$ cat src/rtl/uart_tx_ctrl.sv
// UART transmit controller: integer baud divider plus start/data/stop frame sequencer.
// Upstream hands bytes over a valid/ready handshake, and the frame is shifted out LSB first on tx.
module uart_tx_ctrl #(
  parameter int CLK_IN_FREQ = 50_000_000,
  parameter int BAUD        = 9600,
  parameter int DATA_BITS   = 8
) (
  input  logic                 clk_in,
  input  logic                 rst_n,
  input  logic [DATA_BITS-1:0] tx_data,
  input  logic                 tx_valid,
  output logic                 tx_ready,
  output logic                 tx,
  output logic                 busy,
  output logic                 baud_tick
);

  // state | meaning
  // IDLE  | line high, ready for a byte
  // START | start bit (tx=0) for one bit period
  // DATA  | data bits, LSB first, one per bit period
  // STOP  | stop bit (tx=1) for one bit period

  localparam int DIV = CLK_IN_FREQ / BAUD;
  localparam int CW  = (DIV > 1) ? $clog2(DIV) : 1;
  localparam int IW  = (DATA_BITS > 1) ? $clog2(DATA_BITS) : 1;

  if (DIV < 2) begin : g_div_check
    $error("uart_tx_ctrl: CLK_IN_FREQ / BAUD must be at least 2");
  end

  typedef enum logic [1:0] {IDLE, START, DATA, STOP} state_t;

  state_t               state, state_nxt;
  logic [CW-1:0]        cnt;
  logic [IW-1:0]        bit_idx;
  logic [DATA_BITS-1:0] shreg, shreg_nxt;
  logic                 accept, tx_nxt, ready_nxt;

  assign busy      = (state != IDLE);
  assign baud_tick = busy & (cnt == CW'(DIV - 1));
  assign accept    = tx_valid & tx_ready;

  always_ff @(posedge clk_in) begin
    if (!rst_n) begin
      state    <= IDLE;
      tx       <= 1'b1;
      tx_ready <= 1'b0;
      cnt      <= '0;
      bit_idx  <= '0;
      shreg    <= '0;
    end else begin
      state    <= state_nxt;
      tx       <= tx_nxt;
      tx_ready <= ready_nxt;
      shreg    <= shreg_nxt;
      if (!busy || baud_tick) cnt <= '0;
      else                    cnt <= cnt + 1'b1;
      if (state != DATA)      bit_idx <= '0;
      else if (baud_tick)     bit_idx <= bit_idx + 1'b1;
    end
  end

  always_comb begin
    state_nxt = state;
    shreg_nxt = shreg;
    case (state)
      IDLE: if (accept) begin
        state_nxt = START;
        shreg_nxt = tx_data;
      end
      START: if (baud_tick) state_nxt = DATA;
      DATA: if (baud_tick) begin
        shreg_nxt = shreg >> 1;
        if (bit_idx == IW'(DATA_BITS - 1)) state_nxt = STOP;
      end
      STOP: if (baud_tick) state_nxt = IDLE;
      default: state_nxt = IDLE;
    endcase
  end

  // tx and tx_ready are registered, so decode them from the state being entered
  always_comb begin
    tx_nxt    = 1'b1;
    ready_nxt = 1'b0;
    case (state_nxt)
      IDLE:    ready_nxt = 1'b1;
      START:   tx_nxt    = 1'b0;
      DATA:    tx_nxt    = shreg_nxt[0];
      STOP:    tx_nxt    = 1'b1;
      default: tx_nxt    = 1'b1;
    endcase
  end

endmodule

$ cat config.mk
export PLATFORM = sky130hd
export DESIGN_NAME = uart_tx_ctrl
export DESIGN_NICKNAME = d
export VERILOG_FILES = /design/src/rtl/uart_tx_ctrl.sv
export SDC_FILE = /design/constraint.sdc
export NUM_CORES = 1
export LEC_CHECK = 0
export CAP_MARGIN = 20
export CORE_MARGIN = 4
export CORE_UTILIZATION = 40
export CTS_CLUSTER_SIZE = 14
export DETAILED_ROUTE_END_ITERATION = 12
export GPL_TIMING_DRIVEN = 0
export SLEW_MARGIN = 5
export SYNTH_ARGS = -nofsm -noshare
export SYNTH_HDL_FRONTEND = slang
export SYNTH_SLANG_ARGS = --single-unit
$ cat constraint.sdc
create_clock -name clk_in -period 2 [get_ports clk_in]
set_input_delay 0.2 -clock clk_in [delete_from_list [all_inputs] [get_ports clk_in]]
set_output_delay 0.2 -clock clk_in [all_outputs]
set_load 0.1 [all_outputs]
=== After elaboration in Yosys (flattened, before gate mapping) ===
Index checks and enable logic that the tools add are counted.

* $add $sub $neg: 2
* Equality and inequality tests: 10
* Multiplexer cells: 11
* Bitwise gates (word level): 3
* Reductions and logical operators: 9

{| class="wikitable"
|+ Operator list
! operator !! count
|-
| $mux 8 || 2
|-
| $pmux 8 s2 || 1
|-
| $add 13x1->13 const B || 1
|-
| $eq 13x13->1 const B || 1
|-
| $mux 2 || 5
|-
| $pmux 2 s4 || 1
|-
| $eq 2x2->1 const B || 3
|-
| $ne 2x2->1 const B || 3
|-
| $eq 2x1->1 const B || 2
|-
| $logic_not 2->1 || 2
|-
| $reduce_bool 2->1 || 2
|-
| $reduce_or 2->1 || 2
|-
| $add 3x1->3 const B || 1
|-
| $eq 3x3->1 const B || 1
|-
| $reduce_and 3->1 || 1
|-
| $and 1x1->1 || 2
|-
| $pmux 1 s2 || 1
|-
| $logic_not 1->1 || 1
|-
| $logic_or 1x1->1 || 1
|-
| $mux 1 || 1
|-
| $not 1->1 || 1
|}

* Flip-flop bits (word level): 28
* Input bits: 11
* Output and inout port bits: 4

=== Logic depth before layout (Yosys ltp) ===
Gate-level depths: netlist (run 1).

* Word-level depth: 6
* Mapped depth: 6
* Gate-level depth less buffers: 5

=== Worst setup path after synthesis (run 1) ===
OpenSTA, ideal clock, no wires.

* Path kind: register to output
* Start point: register cnt[0]
* End point: output baud_tick
* Arrival time: 2.250 ns
* Required time: 1.800 ns
* Slack: -0.450 ns
* Cell stages (with the launch flop): 5
* Buffers on the path: 0
* Cells stage by stage: dfxtp_1 -> ha_1 -> and4bb_2 -> nand3_1 -> nor2_1

* Word-level cells in the longest chain between the ends: 2

{| class="wikitable"
|+ RTL lines
! element !! line !! RTL
|-
| from (decl) || 35 || <nowiki>logic [CW-1:0] cnt;</nowiki>
|-
| from (signal assigned) || 58 || <nowiki>else cnt <= cnt + 1'b1;</nowiki>
|-
| $eq 13x13->1 || 41 || <nowiki>assign baud_tick = busy & (cnt == CW'(DIV - 1));</nowiki>
|-
| $and 1x1->1 || 41 ||
|-
| to (decl) || 15 || <nowiki>output logic baud_tick</nowiki>
|}

No other way between the ends.

=== Final worst setup path (run 1) ===
Ends and elaborated chain as after synthesis.

==> impl_metrics.yaml, run 1 <==
timing:
  finalWorstSetupSlack_ns: 0.1373
  tightest_slew_ns: 0.9634
  skew_ns: 0.002798
  slew_violations: 0
  rsz0062_at_grt: "false"
  hold_viol_final: 0
  final.period_utilization_pct: 93.13
  tns_ns: 0
  holdWs_ns: 0.4036
  post-route-min-period_ns: 1.863
  max_slew_margin_pct: 35.67
  fmax_ghz: 0.5369
  setup_violations: 0
global_route:
  gr-total-overflow: 0
  grt_pass1_wl_mm: 4.478
  grt_pass1_vias: 1020
  grt_max_degree: 17
  grt_usage_pct: 13.02
  antenna_found_initial: 0
cells_and_area:
  n_antenna_cell: 0
  fillCellCount: 326
  instances_no_fill: 210
  fin_nets: 181
  final_util_pct: 52.18
  syn2layout_area_growth_pct: 22.08
  final_layout_size_suffix_gt1_share_pct: 12.05
  stdcell_area_um2: 1619
setup_path:
  worst_ep_required_time_ns: 1.80
  r2r_slack_ns: 0.24
  timing.rr.start: "cnt[0]"
  crit_chain: "ha_4, and4bb_4, nand3_1, nor2_2, buf_12"
  worstPathArrival_ns: 1.66
  path_max_fanout: 5
  r2r_end: "shreg[6]"
  end_kind: "output port"
  startpoint_type: "flip-flop"
  slowest_delay_ns: 0.41
  critPathLaunch: "cnt[0]"
  r2r_cells: 6
  path_class: "reg2out"
  cp_slowest_cell: "dfxtp_4"
outcome:
  status: "complete, no violations"
synth:
  yosys.area.top_type_share_pct: 42.26
  ys_seq_elements: 28
  synth_compound_area_share_pct: 12.17
  synth_area_per_cell_um2: 9.084
  synthAdderAreaFrac_pct: 2.830
  ys_top_cells_by_area: "dfxtp_1, nor2_1, xnor2_1"
  synth.most_common_cell: "dfxtp_1"
  yosys_warnings: 0
  synthTopCellsByCount: "dfxtp_1, nor2_1, nand2_1, a21boi_1, xnor2_1"
  synth_top_family_by_area: "simple AND/OR/NAND/NOR gates"
  synthXorXnorAreaFrac_pct: 8.585
  synth-edff-count: 0
  synth_mux_area_share_pct: 1.509
  synth-simple-area-share_pct: 28.49
  syn_nets: 160
  ys_types: 37
  ys.flop_type: "dfxtp_1"
  synth_top_cell_by_area: "dfxtp_1"
  ys_async_sr_fraction_pct: 0
  yosysSeqAreaShare_pct: 42.26
  netlist_area_um2: 1326
  synthCells: 146
power_and_ir_drop:
  p_sw_mw: 0.2512
  peakVddDrop_v: 0.0002943
  clock_power_share_pct: 34.7
  seqPwrFrac_pct: 54.5
  p_sw_share_pct: 23.46
  p_int_mw: 0.8198
  p_per_area_nw_per_um2: 661.5
  total_power_mw: 1.071
  power_frac_comb_pct: 10.8
  p_leak_nw: 0.5677
route:
  drt_iter0_drc: 57
  first_pass_iters: 4
  viasPerCell: 5.095
  wire_per_inst_um: 12.13
  drc: 0
  vias: 1070
  postRouteAntennaNets: 0
  wirelength_mm: 2.547
hold_path:
  min_path_cells: 3
  holdPathEnd: "shreg[7]"
  hp-class: "in2reg"
  hold_start: "tx_data[7]"
die:
  die_y_um: 65.58
  start_util_pct: 42.74
  io_pins: 15
  die_area_um2: 4301
  core_um2: 3103
  die_w_um: 65.58
  rows: 20
cts:
  clock_path_buffers: 2
  cts_root_buffer: "clkbuf_4"
  clock_latency_ns: 0.32
  hold_buffers: 0
  htree_levels: 1
  clock_sinks: 28
  cts_tree: "yes"
  clk_pin_slew_ns: 0.15
  cts_buffers: 3
place:
  io_buffers: 14
  pre_cts_slack_ns: -0.5374
  dp.cells: 204
  hpwl_mm: 1.848
  gp_congestion: 0.7499
  place_area_um2: 1524
job:
  cap_violations: 0
[power groups by stage]
| stage | sequential [mW] | clock (mW) | combinational [mW] |
|---|---|---|---|
| global route | 0.586 | 0.406 | 0.125 |
| CTS | 0.584 | 0.385 | 0.117 |
| detailed placement | 0.596 | 0 | 0.119 |
| global placement | 0.596 | 0 | 0.118 |
| floorplan | 0.619 | 0 | 0.0531 |
| finish | 0.584 | 0.371 | 0.116 |
[cell usage in the layout (no fill, tap or decap), types with 4 or more instances in the layout]
cell and count:
a21boi_1 8, nand4_1 4, inv_1 4, a22oi_1 6, dfxtp_1 26, xnor2_1 8
nand2_1 15, nor2_1 19, clkdlybuf4s50_1 10, xor2_1 5, nand3_1 7
[metal layers]
layer  track usage, %  wire [um]
met3            2.393         89
met2            22.38       1283
met1            16.25       1161
met4            4.404         12
met5                0          0
[layout make-up]
cell class / instances / area, um^2 / share of cell area, %
multi-input combinational: 108 / 729.5 / 45.05
clock buffer: 3 / 22.52 / 1.391
buffer: 6 / 40.04 / 2.473
timing repair buffer: 16 / 161.4 / 9.969
inverter: 4 / 15.01 / 0.9274
sequential: 28 / 565.5 / 34.93
tap: 44 / 55.05 / 3.400
clock inverter: 1 / 30.03 / 1.855
[sequential cells by signal, indices dropped and copies added, names as in the netlist]
register,cells
tx,1
cnt,13
tx_ready,1
bit_idx,3
shreg,8
state,2
[worst max-delay path, delay by kind of cell (launching register included)]
family / cells / cell delay (ns)
adder cells (fa/ha/maj): 1 / 0.15
buffers and inverters: 1 / 0.19
flip-flops: 1 / 0.41
AND/OR/NAND/NOR: 3 / 0.58
[cells by family after synthesis]
group / after synthesis
AND/OR/NAND/NOR: 68
flip-flops: 28
adder cells (fa/ha/maj): 3
buffers and inverters: 10
XOR/XNOR: 13
AO/OA/AOI/OAI: 22
multiplexers: 2
[repair_timing]
action,4_1_cts,5_1_grt
endpoints found under the setup margin,3,3
resized for setup,15,7
buffers inserted,0,2
pin swaps,0,2
[how the worst max path moves through the flow]
| stage | endpoint | slack [ns] | depth (start not counted) |
|---|---|---|---|
| 2_1_floorplan | baud_tick | 0.0007 | 4 |
| 3_3_place_gp | baud_tick | -0.52 | 5 |
| 3_5_place_dp | baud_tick | -0.54 | 5 |
| 4_1_cts | tx | 0.0003 | 1 |
| 5_1_grt | baud_tick | 0.02 | 5 |
| 6_report | baud_tick | 0.14 | 5 |
Note: power is estimated with default switching activity, not from simulation.
==> inputs of run 2 (changes only) <==
--- a/config.mk
+++ b/config.mk
@@ -11,6 +11,7 @@
 export CTS_CLUSTER_SIZE = 14
 export DETAILED_ROUTE_END_ITERATION = 12
 export GPL_TIMING_DRIVEN = 0
+export SETUP_SLACK_MARGIN = 0.15
 export SLEW_MARGIN = 5
 export SYNTH_ARGS = -nofsm -noshare
 export SYNTH_HDL_FRONTEND = slang
==> run 2 against run 1 <==
Against the previous run:
- clock power decreased by 26%
- clock-buffer cell count increased by 1
- cell area increased by 0.70%
- critical path depth decreased by 1
- clock skew increased by 0.0026 ns
- critical path type unchanged
- core utilization increased by 0.36 points
- global-route usage decreased by 0.089 points
==> impl_metrics.yaml, run 2 (synthesis gave the netlist of run 1 again) <==
timing:
  max_slew_margin_pct: 36.74
  tns_ns: 0
  post-route-min-period_ns: 1.793
  hold_viol_final: 0
  setup_violations: 0
  final.period_utilization_pct: 89.64
  skew_ns: 0.005391
  holdWs_ns: 0.4138
  fmax_ghz: 0.5578
  slew_violations: 0
  tightest_slew_ns: 0.9527
  finalWorstSetupSlack_ns: 0.2072
  rsz0062_at_grt: "true"
cts:
  cts_tree: "yes"
  hold_buffers: 0
  cts_root_buffer: "clkbuf_4"
  clock_sinks: 28
  cts_buffers: 3
  htree_levels: 1
  clock_path_buffers: 2
  clock_latency_ns: 0.33
  clk_pin_slew_ns: 0.15
place:
  pre_cts_slack_ns: -0.5608
  place_area_um2: 1530
  dp.cells: 204
  gp_congestion: 0.8072
  hpwl_mm: 1.809
  io_buffers: 14
global_route:
  grt_pass1_vias: 1007
  grt_max_degree: 16
  met2_usage_pct: 22.00
  use_met3_pct: 2.564
  gr-total-overflow: 0
  antenna_found_initial: 0
  grt-busiest-layer: "met2"
  grt_usage_pct: 12.93
  grt_use_met1_pct: 16.11
  grt_pass1_wl_mm: 4.367
die:
  rows: 20
  die_y_um: 65.58
  io_pins: 15
  core_um2: 3103
  start_util_pct: 42.74
  die_w_um: 65.58
  die_area_um2: 4301
setup_path:
  r2r_slack_ns: 0.24
  startpoint_type: "flip-flop"
  worst-path-buf-inv: 1
  cpLargestDelayFamily: "simple AND/OR/NAND/NOR gates"
  slowest_delay_ns: 0.40
  worst_ep_required_time_ns: 1.80
  path_class: "reg2out"
  crit_chain: "nor4b_4, nand3_2, nor2_4, buf_12"
  r2r_end: "shreg[7]"
  worstPathArrival_ns: 1.59
  path_max_fanout: 4
  cp_slowest_cell: "dfxtp_1"
  timing.rr.start: "cnt[0]"
  end_kind: "output port"
  r2r_cells: 7
route:
  wire_per_inst_um: 11.89
  first_pass_iters: 4
  postRouteAntennaNets: 0
  drt_iter0_drc: 54
  vias: 1052
  wirelength_mm: 2.508
  drc: 0
  viasPerCell: 4.986
cells_and_area:
  fillCellCount: 317
  final_layout_size_suffix_gt1_share_pct: 14.97
  syn2layout_area_growth_pct: 22.92
  final_cell_mix: "dfxtp_1, nor2_1, nand2_1, clkdlybuf4s50_1"
  layout_commonest_cell: "dfxtp_1"
  final_util_pct: 52.54
  n_antenna_cell: 0
  largest_reg_flops: 13
  regMostFlops: "cnt"
  fin_nets: 182
  stdcell_area_um2: 1630
  reg_top3: "cnt x13, shreg x8, bit_idx x3"
  instances_no_fill: 211
power_and_ir_drop:
  p_leak_nw: 0.5641
  total_power_mw: 0.9747
  peakVddDrop_v: 0.0002381
  p_per_area_nw_per_um2: 597.9
hold_path:
  min_path_cells: 3
  hold_start: "tx_data[7]"
  holdPathEnd: "shreg[7]"
  hp-class: "in2reg"
outcome:
  status: "complete, no violations"
job:
  cap_violations: 0
==> run 2: cell type report <==
type	count	area, um^2	share of cell area (%)
Multi-Input combinational cell	108	749.5	45.97
Clock buffer	4	36.28	2.226
Buffer	6	40.04	2.456
Tap cell	44	55.05	3.377
Sequential cell	28	566.8	34.77
Inverter	4	15.01	0.9210
Timing Repair Buffer	17	167.7	10.28
==> run 2: power by group <==
group	switching (mW)	internal, mW
sequential	0.0119	0.572
clock	0.163	0.111
combinational	0.0706	0.0457
total	0.245	0.729
==> run 2: worst max path at each step <==
stage	depth (start not counted)	startpoint	slack [ns]	end
6_report	4	cnt[9]	0.21	baud_tick
5_1_grt	4	cnt[9]	0.11	baud_tick
4_1_cts	5	cnt[0]	0.12	baud_tick
3_5_place_dp	5	cnt[0]	-0.56	baud_tick
3_3_place_gp	5	cnt[0]	-0.55	baud_tick
2_1_floorplan	6	state[1]	0.11	cnt[10]
==> run 2: worst min-delay path: stages <==
cell,delay [ns]
clkdlybuf4s50_1,0.40
nand2_1,0.06
a21boi_1,0.05
==> run 2: metal layers <==
| layer | up-vias | wire length (um) |
|---|---|---|
| met3 | 4 | 107 |
| li1 | 557 | - |
| met5 | - | 0 |
| met4 | 0 | 34 |
| met2 | 19 | 1209 |
| met1 | 472 | 1156 |
==> run 2: timing repair <==
item                                    CTS  global route
endpoints found under the setup margin    4             8
endpoints found under the hold margin     0             0
pin swaps                                 1             1
setup buffers                             0             3
resized for setup                        21             5
